===== src/rtl/weights_dma_scheduler_if.sv =====
// Descriptor, DMA command and rotator-snoop signals of the weight DMA scheduler.
// The scheduler uses the slave modport; the host/DMA/rotator side uses master.
interface weights_dma_scheduler_if #(
  parameter int ADDR_WIDTH = 32,
  parameter int K_W        = 2,
  parameter int CIN_W      = 10,
  parameter int ITR_W      = 10,
  parameter int BTT_WIDTH  = 23
);
  logic                  s_desc_valid;
  logic                  s_desc_ready;
  logic [ADDR_WIDTH-1:0] s_desc_addr;
  logic [K_W-1:0]        s_desc_k_1;
  logic [CIN_W-1:0]      s_desc_cin_1;
  logic [ITR_W-1:0]      s_desc_itr_1;
  logic                  m_cmd_valid;
  logic                  m_cmd_ready;
  logic [ADDR_WIDTH-1:0] m_cmd_addr;
  logic [BTT_WIDTH-1:0]  m_cmd_btt;
  logic                  mon_tvalid;
  logic                  mon_tready;
  logic                  mon_tlast;

  modport slave (
    input  s_desc_valid, s_desc_addr, s_desc_k_1, s_desc_cin_1, s_desc_itr_1,
    output s_desc_ready,
    output m_cmd_valid, m_cmd_addr, m_cmd_btt,
    input  m_cmd_ready,
    input  mon_tvalid, mon_tready, mon_tlast
  );

  modport master (
    output s_desc_valid, s_desc_addr, s_desc_k_1, s_desc_cin_1, s_desc_itr_1,
    input  s_desc_ready,
    input  m_cmd_valid, m_cmd_addr, m_cmd_btt,
    output m_cmd_ready,
    output mon_tvalid, mon_tready, mon_tlast
  );
endinterface


===== src/rtl/weights_dma_scheduler.sv =====
// Issues one DMA read per weight packet of a layer and checks each packet's
// beat count on the snooped rotator input before issuing the next command.
module weights_dma_scheduler #(
  parameter int CORES              = 4,
  parameter int WORD_WIDTH         = 8,
  parameter int KERNEL_W_MAX       = 3,
  parameter int KERNEL_H_MAX       = 3,
  parameter int IM_CIN_MAX         = 1024,
  parameter int ITR_MAX            = 1024,
  parameter int WEIGHTS_DMA_BITS   = 32,
  parameter int BEATS_CONFIG_3X3_1 = 20,
  parameter int BEATS_CONFIG_1X1_1 = 12,
  parameter int ADDR_WIDTH         = 32,
  parameter int BTT_WIDTH          = 23
) (
  input  logic                     aclk,
  input  logic                     aresetn,
  weights_dma_scheduler_if.slave   bus,
  output logic                     busy,
  output logic                     done,
  output logic                     err_len,
  output logic                     err_order
);
  localparam int K_W            = $clog2(KERNEL_H_MAX);
  localparam int CIN_W          = $clog2(IM_CIN_MAX);
  localparam int ITR_W          = $clog2(ITR_MAX);
  localparam int OUT_BEAT_BYTES = KERNEL_W_MAX * CORES * WORD_WIDTH / 8;
  localparam int IN_BEAT_BYTES  = WEIGHTS_DMA_BITS / 8;

  typedef enum logic [2:0] {S_IDLE, S_CALC, S_CMD, S_WAIT, S_DONE} state_t;
  state_t state_q, state_d;

  logic [ADDR_WIDTH-1:0] desc_addr_q, cur_addr_q;
  logic [K_W-1:0]        k_1_q;
  logic [CIN_W-1:0]      cin_1_q;
  logic [ITR_W-1:0]      itr_1_q, itr_cnt_q;
  logic [BTT_WIDTH-1:0]  btt_q, exp_beats_q, beat_cnt_q;
  logic                  err_len_q, err_order_q;

  logic [31:0]           cfg_c, w_beats_c;
  logic [BTT_WIDTH-1:0]  btt_c, exp_beats_c;
  logic                  beat, last_beat;

  assign beat      = bus.mon_tvalid && bus.mon_tready;
  assign last_beat = beat && bus.mon_tlast;

  // Packet = header beat + config beats + k*cin rotator beats; the header is one input word.
  always_comb begin
    cfg_c       = (k_1_q == '0) ? 32'(BEATS_CONFIG_1X1_1) : 32'(BEATS_CONFIG_3X3_1);
    w_beats_c   = 32'd2 + cfg_c + (32'(k_1_q) + 32'd1) * (32'(cin_1_q) + 32'd1);
    btt_c       = BTT_WIDTH'((w_beats_c - 32'd1) * 32'(OUT_BEAT_BYTES) + 32'(IN_BEAT_BYTES));
    exp_beats_c = BTT_WIDTH'((32'(btt_c) * 32'd8 + 32'(WEIGHTS_DMA_BITS - 1))
                             / 32'(WEIGHTS_DMA_BITS));
  end

  always_ff @(posedge aclk) begin
    if (!aresetn) state_q <= S_IDLE;
    else          state_q <= state_d;
  end

  always_comb begin
    state_d = state_q;
    case (state_q)
      S_IDLE: if (bus.s_desc_valid) state_d = S_CALC;
      S_CALC: state_d = S_CMD;
      S_CMD:  if (bus.m_cmd_ready) state_d = S_WAIT;
      S_WAIT: if (last_beat) state_d = (itr_cnt_q == itr_1_q) ? S_DONE : S_CMD;
      S_DONE: state_d = S_IDLE;
      default: state_d = S_IDLE;
    endcase
  end

  always_comb begin
    bus.s_desc_ready = (state_q == S_IDLE);
    bus.m_cmd_valid  = (state_q == S_CMD);
    bus.m_cmd_addr   = cur_addr_q;
    bus.m_cmd_btt    = btt_q;
    busy             = (state_q != S_IDLE);
    done             = (state_q == S_DONE);
    err_len          = err_len_q;
    err_order        = err_order_q;
  end

  always_ff @(posedge aclk) begin
    if (!aresetn) begin
      desc_addr_q <= '0;
      cur_addr_q  <= '0;
      k_1_q       <= '0;
      cin_1_q     <= '0;
      itr_1_q     <= '0;
      itr_cnt_q   <= '0;
      btt_q       <= '0;
      exp_beats_q <= '0;
      beat_cnt_q  <= '0;
      err_len_q   <= 1'b0;
      err_order_q <= 1'b0;
    end else begin
      case (state_q)
        S_IDLE: if (bus.s_desc_valid) begin
          desc_addr_q <= bus.s_desc_addr;
          k_1_q       <= bus.s_desc_k_1;
          cin_1_q     <= bus.s_desc_cin_1;
          itr_1_q     <= bus.s_desc_itr_1;
        end
        S_CALC: begin
          btt_q       <= btt_c;
          exp_beats_q <= exp_beats_c;
          itr_cnt_q   <= '0;
          cur_addr_q  <= desc_addr_q;
          beat_cnt_q  <= '0;
        end
        // A tlast before the command is accepted cannot belong to any packet.
        S_CMD: begin
          if (last_beat)  err_order_q <= 1'b1;
          else if (beat)  beat_cnt_q  <= beat_cnt_q + BTT_WIDTH'(1);
        end
        S_WAIT: begin
          if (last_beat) begin
            if (beat_cnt_q + BTT_WIDTH'(1) != exp_beats_q) err_len_q <= 1'b1;
            if (itr_cnt_q != itr_1_q) begin
              itr_cnt_q  <= itr_cnt_q + ITR_W'(1);
              cur_addr_q <= cur_addr_q + ADDR_WIDTH'(btt_q);
              beat_cnt_q <= '0;
            end
          end else if (beat) begin
            beat_cnt_q <= beat_cnt_q + BTT_WIDTH'(1);
          end
        end
        default: ;
      endcase
    end
  end
endmodule

===== src/flat_wrapper.sv =====
// flat-port wrapper written by rule: the top's interface ports become plain ports
module weights_dma_scheduler_flat 
#(
  parameter int CORES              = 4,
  parameter int WORD_WIDTH         = 8,
  parameter int KERNEL_W_MAX       = 3,
  parameter int KERNEL_H_MAX       = 3,
  parameter int IM_CIN_MAX         = 1024,
  parameter int ITR_MAX            = 1024,
  parameter int WEIGHTS_DMA_BITS   = 32,
  parameter int BEATS_CONFIG_3X3_1 = 20,
  parameter int BEATS_CONFIG_1X1_1 = 12,
  parameter int ADDR_WIDTH         = 32,
  parameter int BTT_WIDTH          = 23
)
  (aclk, aresetn, busy, done, err_len, err_order, bus_s_desc_valid, bus_s_desc_addr, bus_s_desc_k_1, bus_s_desc_cin_1, bus_s_desc_itr_1, bus_s_desc_ready, bus_m_cmd_valid, bus_m_cmd_addr, bus_m_cmd_btt, bus_m_cmd_ready, bus_mon_tvalid, bus_mon_tready, bus_mon_tlast);
  weights_dma_scheduler_if #(.ADDR_WIDTH(ADDR_WIDTH), .BTT_WIDTH(BTT_WIDTH)) bus_i ();
  input  logic aclk;
  input  logic aresetn;
  output logic busy;
  output logic done;
  output logic err_len;
  output logic err_order;
  input wire logic [$bits(bus_i.s_desc_valid)-1:0] bus_s_desc_valid;
  input wire logic [$bits(bus_i.s_desc_addr)-1:0] bus_s_desc_addr;
  input wire logic [$bits(bus_i.s_desc_k_1)-1:0] bus_s_desc_k_1;
  input wire logic [$bits(bus_i.s_desc_cin_1)-1:0] bus_s_desc_cin_1;
  input wire logic [$bits(bus_i.s_desc_itr_1)-1:0] bus_s_desc_itr_1;
  output wire logic [$bits(bus_i.s_desc_ready)-1:0] bus_s_desc_ready;
  output wire logic [$bits(bus_i.m_cmd_valid)-1:0] bus_m_cmd_valid;
  output wire logic [$bits(bus_i.m_cmd_addr)-1:0] bus_m_cmd_addr;
  output wire logic [$bits(bus_i.m_cmd_btt)-1:0] bus_m_cmd_btt;
  input wire logic [$bits(bus_i.m_cmd_ready)-1:0] bus_m_cmd_ready;
  input wire logic [$bits(bus_i.mon_tvalid)-1:0] bus_mon_tvalid;
  input wire logic [$bits(bus_i.mon_tready)-1:0] bus_mon_tready;
  input wire logic [$bits(bus_i.mon_tlast)-1:0] bus_mon_tlast;
  assign bus_i.s_desc_valid = bus_s_desc_valid;
  assign bus_i.s_desc_addr = bus_s_desc_addr;
  assign bus_i.s_desc_k_1 = bus_s_desc_k_1;
  assign bus_i.s_desc_cin_1 = bus_s_desc_cin_1;
  assign bus_i.s_desc_itr_1 = bus_s_desc_itr_1;
  assign bus_s_desc_ready = bus_i.s_desc_ready;
  assign bus_m_cmd_valid = bus_i.m_cmd_valid;
  assign bus_m_cmd_addr = bus_i.m_cmd_addr;
  assign bus_m_cmd_btt = bus_i.m_cmd_btt;
  assign bus_i.m_cmd_ready = bus_m_cmd_ready;
  assign bus_i.mon_tvalid = bus_mon_tvalid;
  assign bus_i.mon_tready = bus_mon_tready;
  assign bus_i.mon_tlast = bus_mon_tlast;
  weights_dma_scheduler #(.CORES(CORES), .WORD_WIDTH(WORD_WIDTH), .KERNEL_W_MAX(KERNEL_W_MAX), .KERNEL_H_MAX(KERNEL_H_MAX), .IM_CIN_MAX(IM_CIN_MAX), .ITR_MAX(ITR_MAX), .WEIGHTS_DMA_BITS(WEIGHTS_DMA_BITS), .BEATS_CONFIG_3X3_1(BEATS_CONFIG_3X3_1), .BEATS_CONFIG_1X1_1(BEATS_CONFIG_1X1_1), .ADDR_WIDTH(ADDR_WIDTH), .BTT_WIDTH(BTT_WIDTH)) u_core (.aclk(aclk), .aresetn(aresetn), .bus(bus_i), .busy(busy), .done(done), .err_len(err_len), .err_order(err_order));
endmodule

===== config.mk =====
export PLATFORM = sky130hd
export DESIGN_NAME = weights_dma_scheduler_flat
export DESIGN_NICKNAME = d
export VERILOG_FILES = /design/src/rtl/weights_dma_scheduler_if.sv /design/src/rtl/weights_dma_scheduler.sv /design/src/flat_wrapper.sv
export SDC_FILE = /design/constraint.sdc
export NUM_CORES = 1
export LEC_CHECK = 0
export CAP_MARGIN = 25
export CORE_ASPECT_RATIO = 0.75
export CORE_MARGIN = 5
export CORE_UTILIZATION = 36
export DETAILED_ROUTE_END_ITERATION = 12
export PLACE_DENSITY = 0.69
export SYNTH_ARGS = -nofsm -noshare
export SYNTH_HDL_FRONTEND = slang
export SYNTH_SLANG_ARGS = --single-unit

===== constraint.sdc =====
create_clock -name aclk -period 5.8 [get_ports aclk]
set_clock_uncertainty 0.05 [all_clocks]
set_input_delay 1.16 -clock aclk [delete_from_list [all_inputs] [get_ports aclk]]
set_output_delay 1.16 -clock aclk [all_outputs]
set_load 0.02 [all_outputs]

[Yosys cells after proc, flatten, opt, wreduce, memory -nomap -nowiden]
Index checks and enable logic that the tools add are counted.
Word-level totals
  flip-flop bits (word level): 170
  word-level logic and storage cells: 67
  output and inout bits: 61
Operators by class
  multiply operators: 2
  equality and inequality tests: 13
  reduce and logical (&&, ||, !) cells: 13
  add/sub/neg operators: 10
  mux-type cells: 17
Operator list (count)
  23-bit two-way mux: 4
  23-bit case mux with 3 select lines: 1
  32-bit two-way mux: 2
  32-bit case mux with 2 select lines: 1
  2-bit by 32-bit adder with 32-bit output, first input constant: 1
  32-bit by 23-bit adder with 32-bit output: 1
  32-bit adder: 1
  32-bit by 2-bit multiplier with 21-bit output, second input constant: 1
  32-bit by 32-bit multiplier with 32-bit output: 1
  32-bit by 1-bit subtractor with 32-bit output, second input constant: 1
  26-bit by 5-bit adder with 27-bit output, second input constant: 1
  23-bit by 1-bit adder with 23-bit output, second input constant: 1
  23-bit by 3-bit adder with 23-bit output, second input constant: 1
  23-bit != test: 1
  10-bit two-way mux: 2
  10-bit case mux with 2 select lines: 1
  3-bit two-way mux: 4
  3-bit case mux with 4 select lines: 1
  3-bit AND reduction: 4
  10-bit by 1-bit adder with 11-bit output, second input constant: 1
  10-bit by 1-bit adder with 10-bit output, second input constant: 1
  10-bit == test: 1
  10-bit != test: 1
  3-bit by 2-bit == test with 1-bit output, second input constant: 2
  other kinds (13): 19

[Longest topological paths before layout]
  depth in word-level cells: 8
  depth in mapped cells: 27

[Worst setup path before layout]
No wires, ideal clock.
  path type: flip-flop to flip-flop
  start point: reg u_core.k_1_q[0]
  end point: reg u_core.exp_beats_q[16]
  library setup time: 0.069 ns
  arrival time: 5.541 ns
  setup slack: 0.141 ns
  period minus slack after synthesis: 5.659 ns
  path buffers: 3
  data required time: 5.681 ns
  stages on the path, launching flop included: 27
  cell sequence: dfxtp_1 -> clkbuf_1 -> inv_1 -> ha_1 -> clkbuf_1 -> and2_1 -> fa_1 -> inv_1 -> fa_1 -> inv_1 -> ha_1 -> a21o_1 -> a21oi_1 -> o21bai_1 -> a21oi_1 -> xnor2_1 -> ha_1 -> clkbuf_1 -> a21o_1 -> a31o_2 -> a21oi_1 -> xnor2_1 -> nand3_1 -> nor3b_2 -> mux2i_1 -> o22ai_1 -> o21ai_1
On the way
  longest elaborated chain between the ends: 8
  elaborated cells between the ends (all ways): 10
  classes of those cells: add/sub (6); mul (2); mux (1); reduce/logical (1)
Ends and longest elaborated chain
  start: declaration: RTL line weights_dma_scheduler.sv:34  | logic [K_W-1:0] k_1_q;
  start signal: assignment: RTL line weights_dma_scheduler.sv:101  | k_1_q <= bus.s_desc_k_1;
  parallel branches: the longest is 3 deep, another holds 32-bit by 32-bit multiplier with 32-bit output
  32-bit adder (*): RTL line weights_dma_scheduler.sv:50  | w_beats_c = 32'd2 + cfg_c + (32'(k_1_q) + 32'd1) * (32'(cin_1_q) + 32'd1);
  32-bit by 1-bit subtractor with 32-bit output (*): RTL line weights_dma_scheduler.sv:51  | btt_c = BTT_WIDTH'((w_beats_c - 32'd1) * 32'(OUT_BEAT_BYTES) + 32'(IN_BEAT_BYTES));
  32-bit by 2-bit multiplier with 21-bit output (*): RTL line weights_dma_scheduler.sv:51
  23-bit by 3-bit adder with 23-bit output (*): RTL line weights_dma_scheduler.sv:51
  26-bit by 5-bit adder with 27-bit output (*): RTL line weights_dma_scheduler.sv:52  | exp_beats_c = BTT_WIDTH'((32'(btt_c) * 32'd8 + 32'(WEIGHTS_DMA_BITS - 1))
  end signal: assignment: RTL line weights_dma_scheduler.sv:107  | exp_beats_q <= exp_beats_c;
  end: declaration: RTL line weights_dma_scheduler.sv:37  | logic [BTT_WIDTH-1:0] btt_q, exp_beats_q, beat_cnt_q;
Every way passes the cells marked *.
A chain may end at the register's enable or synchronous reset.

[Final worst setup path]
  start point: reg u_core.cin_1_q[0]
  end point: reg u_core.exp_beats_q[15]
On the way
  longest elaborated chain between the ends: 7
Ends and longest elaborated chain
  start: declaration: RTL line weights_dma_scheduler.sv:35  | logic [CIN_W-1:0] cin_1_q;
  start signal: assignment: RTL line weights_dma_scheduler.sv:102  | cin_1_q <= bus.s_desc_cin_1;
  10-bit by 1-bit adder with 11-bit output: RTL line weights_dma_scheduler.sv:50
  32-bit by 32-bit multiplier with 32-bit output: RTL line weights_dma_scheduler.sv:50
  32-bit adder: RTL line weights_dma_scheduler.sv:50
  32-bit by 1-bit subtractor with 32-bit output: RTL line weights_dma_scheduler.sv:51
  32-bit by 2-bit multiplier with 21-bit output: RTL line weights_dma_scheduler.sv:51
  23-bit by 3-bit adder with 23-bit output: RTL line weights_dma_scheduler.sv:51
  26-bit by 5-bit adder with 27-bit output: RTL line weights_dma_scheduler.sv:52
Every way passes these cells.

==> summary.txt <==
total power -> 3358 uW
area leader, netlist -> dfxtp_1
FILL cells -> 2,560
initial antenna violation count -> 2
num ports -> 122
wire per inst -> 15.83 um
Residual DRC -> 0
post-route minimum period -> 5.615 ns
total number of yosys warnings -> 0
status -> finished clean
placed cells -> 1,645
1st-iter DRT viols -> 814
Post-Syn Area per Cell -> 7.679 um^2
Pleak -> 0.004620 uW
CTS Buffer Depth -> 2
H-Tree Level Count -> 4
maximum clock frequency -> 0.1781 GHz
CTS Buf Count -> 17
nets -> 1,461
Die X -> 197.6 um
IR drop worst, VDD -> 218.2 uV
crit path to -> u_core.exp_beats_q[15]
P_int -> 2191 uW
Logic pwr share -> 0.337
vias per cell -> 5.344
crit end category -> flip-flop
die footprint -> 0.02979 mm^2
latest clock arrival within the worst-skew pair -> 0.43 ns
first-pass GRT wire length -> 42.94 mm
FF-to-FF End -> u_core.exp_beats_q[15]
CP most frequent cell -> nor2_1
ys flop type -> dfxtp_1
TritonCTS clock tree -> yes
Mapped Cells -> 1,238
Register Area -> 0.002849 mm^2
most frequent cell after synthesis -> nand2_1
DRT antenna net count -> 0
mapped cell area -> 0.009507 mm^2
Worst Path Required -> 6.06 ns
Worst path slowest cell -> fa_1
fin cells -> 1,682
largest net degree at the start of global routing -> 55
crit start category -> flip-flop
Final setup viols -> 0
Slew Viols, Final -> 0
vias in the first global route -> 8,424
post-DP HPWL -> 20.13 mm
Reg clk slew, reported paths -> 0.06 ns
First-pass DRT Iterations -> 5
Initial Util -> 0.3660
core area -> 0.02597 mm^2
Distinct cells, synth -> 66
# rows -> 51
worst reg2reg setup slack -> 0.18 ns
Max Cap Viol -> 0
Clk network pwr share -> 0.329
CP Max Fanout -> 7
Flop pwr share -> 0.334
gpl congestion -> 0.8996
clk sinks -> 142
worst reg2reg path startpoint -> u_core.cin_1_q[0]
post-synthesis sequential area ratio -> 0.2990
Hold WC Path Type -> reg2reg
R2R depth -> 25
antenna cells -> 0
largest cells by area after synthesis -> dfxtp_1 30%, ha_1 8.2%, nand2_1 7.6%, a21oi_1 6.2%, xnor2_1 5.6%
Hold Path Stages -> 2
Tightest Pin Transition -> 0.9421 ns
ys async rst share -> 0
I/O Buffers -> 116
Synth top area share -> 0.2990
P&R area growth vs syn -> 22.80%
Post-synth EDFFs -> 0
Multi-input gate area -> 0.006376 mm^2
GR Util All Layers -> 0.1752
CP Class -> reg2reg
die height -> 150.7 um
total via count in the routed design -> 8,988
layout cells sized above 1 -> 0.06129
Seq cells post-synth -> 142
arrival time worst endpoint -> 5.87 ns
CTS root buffer -> clkbuf_16
power density cells -> 287.6 mW/mm^2
GRT overflow -> 0
CP Launch Point -> u_core.cin_1_q[0]
Relative slew margins -> 0.3719
Final period util -> 0.9681
P_sw -> 1166 uW
synth cell count leaders -> 193 x nand2_1, 142 x dfxtp_1, 123 x nor2_1
Post-Route WL -> 26.63 mm
Slowest Stage Delay on Critical Path -> 0.52 ns
Hold Fails Final Rpt -> 0
Sw Share -> 0.3474
==> worst min-delay path by stage <==
| stage | endpoint | startpoint |
|---|---|---|
| floorplan | u_core.desc_addr_q[27] | u_core.desc_addr_q[27] |
| global placement | u_core.desc_addr_q[29] | u_core.desc_addr_q[29] |
| detailed placement | u_core.desc_addr_q[29] | u_core.desc_addr_q[29] |
| CTS | u_core.desc_addr_q[29] | u_core.desc_addr_q[29] |
| global route | u_core.desc_addr_q[28] | u_core.desc_addr_q[28] |
| finish | u_core.desc_addr_q[29] | u_core.desc_addr_q[29] |
==> layout by cell type (no fill, tap or decap), types with 15 or more instances in the layout <==
cell and instances:
and3_1 21, a31oi_1 16, nor2_1 122, clkdlybuf4s50_1 116, ha_1 58, a211oi_1 21
a21oi_1 116, inv_1 43, xnor2_1 58, a21o_1 17, dfxtp_1 139, nand3_1 32
nor3_1 34, nand4_1 15, o21ai_0 46, nand2_1 193, xor2_1 50, clkbuf_16 17
nor2b_1 21
==> critical path, delay by kind of cell, from the launching register on <==
kind            cells  cell delay (ns)
mux                 1             0.19
compound gates      8             1.87
xor+xnor            2             0.44
buf+inv             2             0.13
simple gates        7             0.64
fa+ha+maj           5             1.82
flops               1             0.37
==> logic make-up (layout without fill, tap and decap cells) <==
group,Yosys count,after routing,share of synthesized area
AO/OA/AOI/OAI,294,294,0.1962
XOR/XNOR,113,113,0.1041
adder cells (fa/ha/maj),74,74,0.1069
buffers and inverters,108,204,0.04475
flip-flops,142,142,0.2990
multiplexers,7,7,0.007634
other,1,5,0.0003945
AND/OR/NAND/NOR,499,499,0.2410
==> what timing repair did <==
action                                  in CTS  in global routing
endpoints found under the setup margin       0                  8
gates resized for setup                      0                 21
hold buffers                                 0                  0
setup buffers                                0                  5
hold endpoints to repair                     0                  0
==> through the flow <==
| stage | util | hold WS (ns) | TNS [ns] | instance area, um^2 | setup WS (ns) |
|---|---|---|---|---|---|
| after floorplan | - | 0.3820 | 0 | 9522 | 0.1406 |
| after global placement | 0.4205 | 0.3910 | 0 | 10920 | 0.2028 |
| after detailed placement | 0.4205 | 0.3940 | 0 | 10920 | 0.04786 |
| after CTS | 0.4434 | 0.4021 | 0 | 11510 | 0.007862 |
| after global routing | 0.4495 | 0.4129 | -0.2108 | 11670 | -0.09240 |
| final | 0.4495 | 0.4037 | 0 | 11670 | 0.1850 |
==> per-layer routing <==
| metal | track usage | part of all wire |
|---|---|---|
| met4 | 0.03785 | 0.012 |
| met2 | 0.2572 | 0.42 |
| met5 | 0 | 0.0010 |
| met3 | 0.04989 | 0.081 |
| met1 | 0.2550 | 0.49 |
==> registers in the layout, indices dropped and copies added, names as in the netlist <==
name                   cells
u_core.err_len             1
u_core.bus.m_cmd_addr     32
u_core.k_1_q               2
u_core.cin_1_q            10
u_core.err_order           1
u_core.exp_beats_q        18
u_core.beat_cnt_q         23
u_core.itr_1_q            10
u_core.state_q             3
u_core.desc_addr_q        32
u_core.itr_cnt_q          10
==> power by group through the flow <==
stage | logic [uW] | clock network [uW] | registers (uW)
6_report | 1130 | 1100 | 1120
5_1_grt | 1260 | 1160 | 1130
4_1_cts | 1100 | 1120 | 1120
3_5_place_dp | 1100 | 0 | 1140
3_3_place_gp | 1080 | 0 | 1140
2_1_floorplan | 778 | 0 | 1150
==> cell type report <==
type                            instances  share of cell area
Timing Repair Buffer                  129              0.1078
Clock buffer                           22             0.04148
Sequential cell                       142              0.2441
Multi-Input combinational cell        992              0.5462
Inverter                               44             0.01415
Tap cell                              344             0.03687
Clock inverter                          9            0.009432
Power figures use the tool's default switching activity.
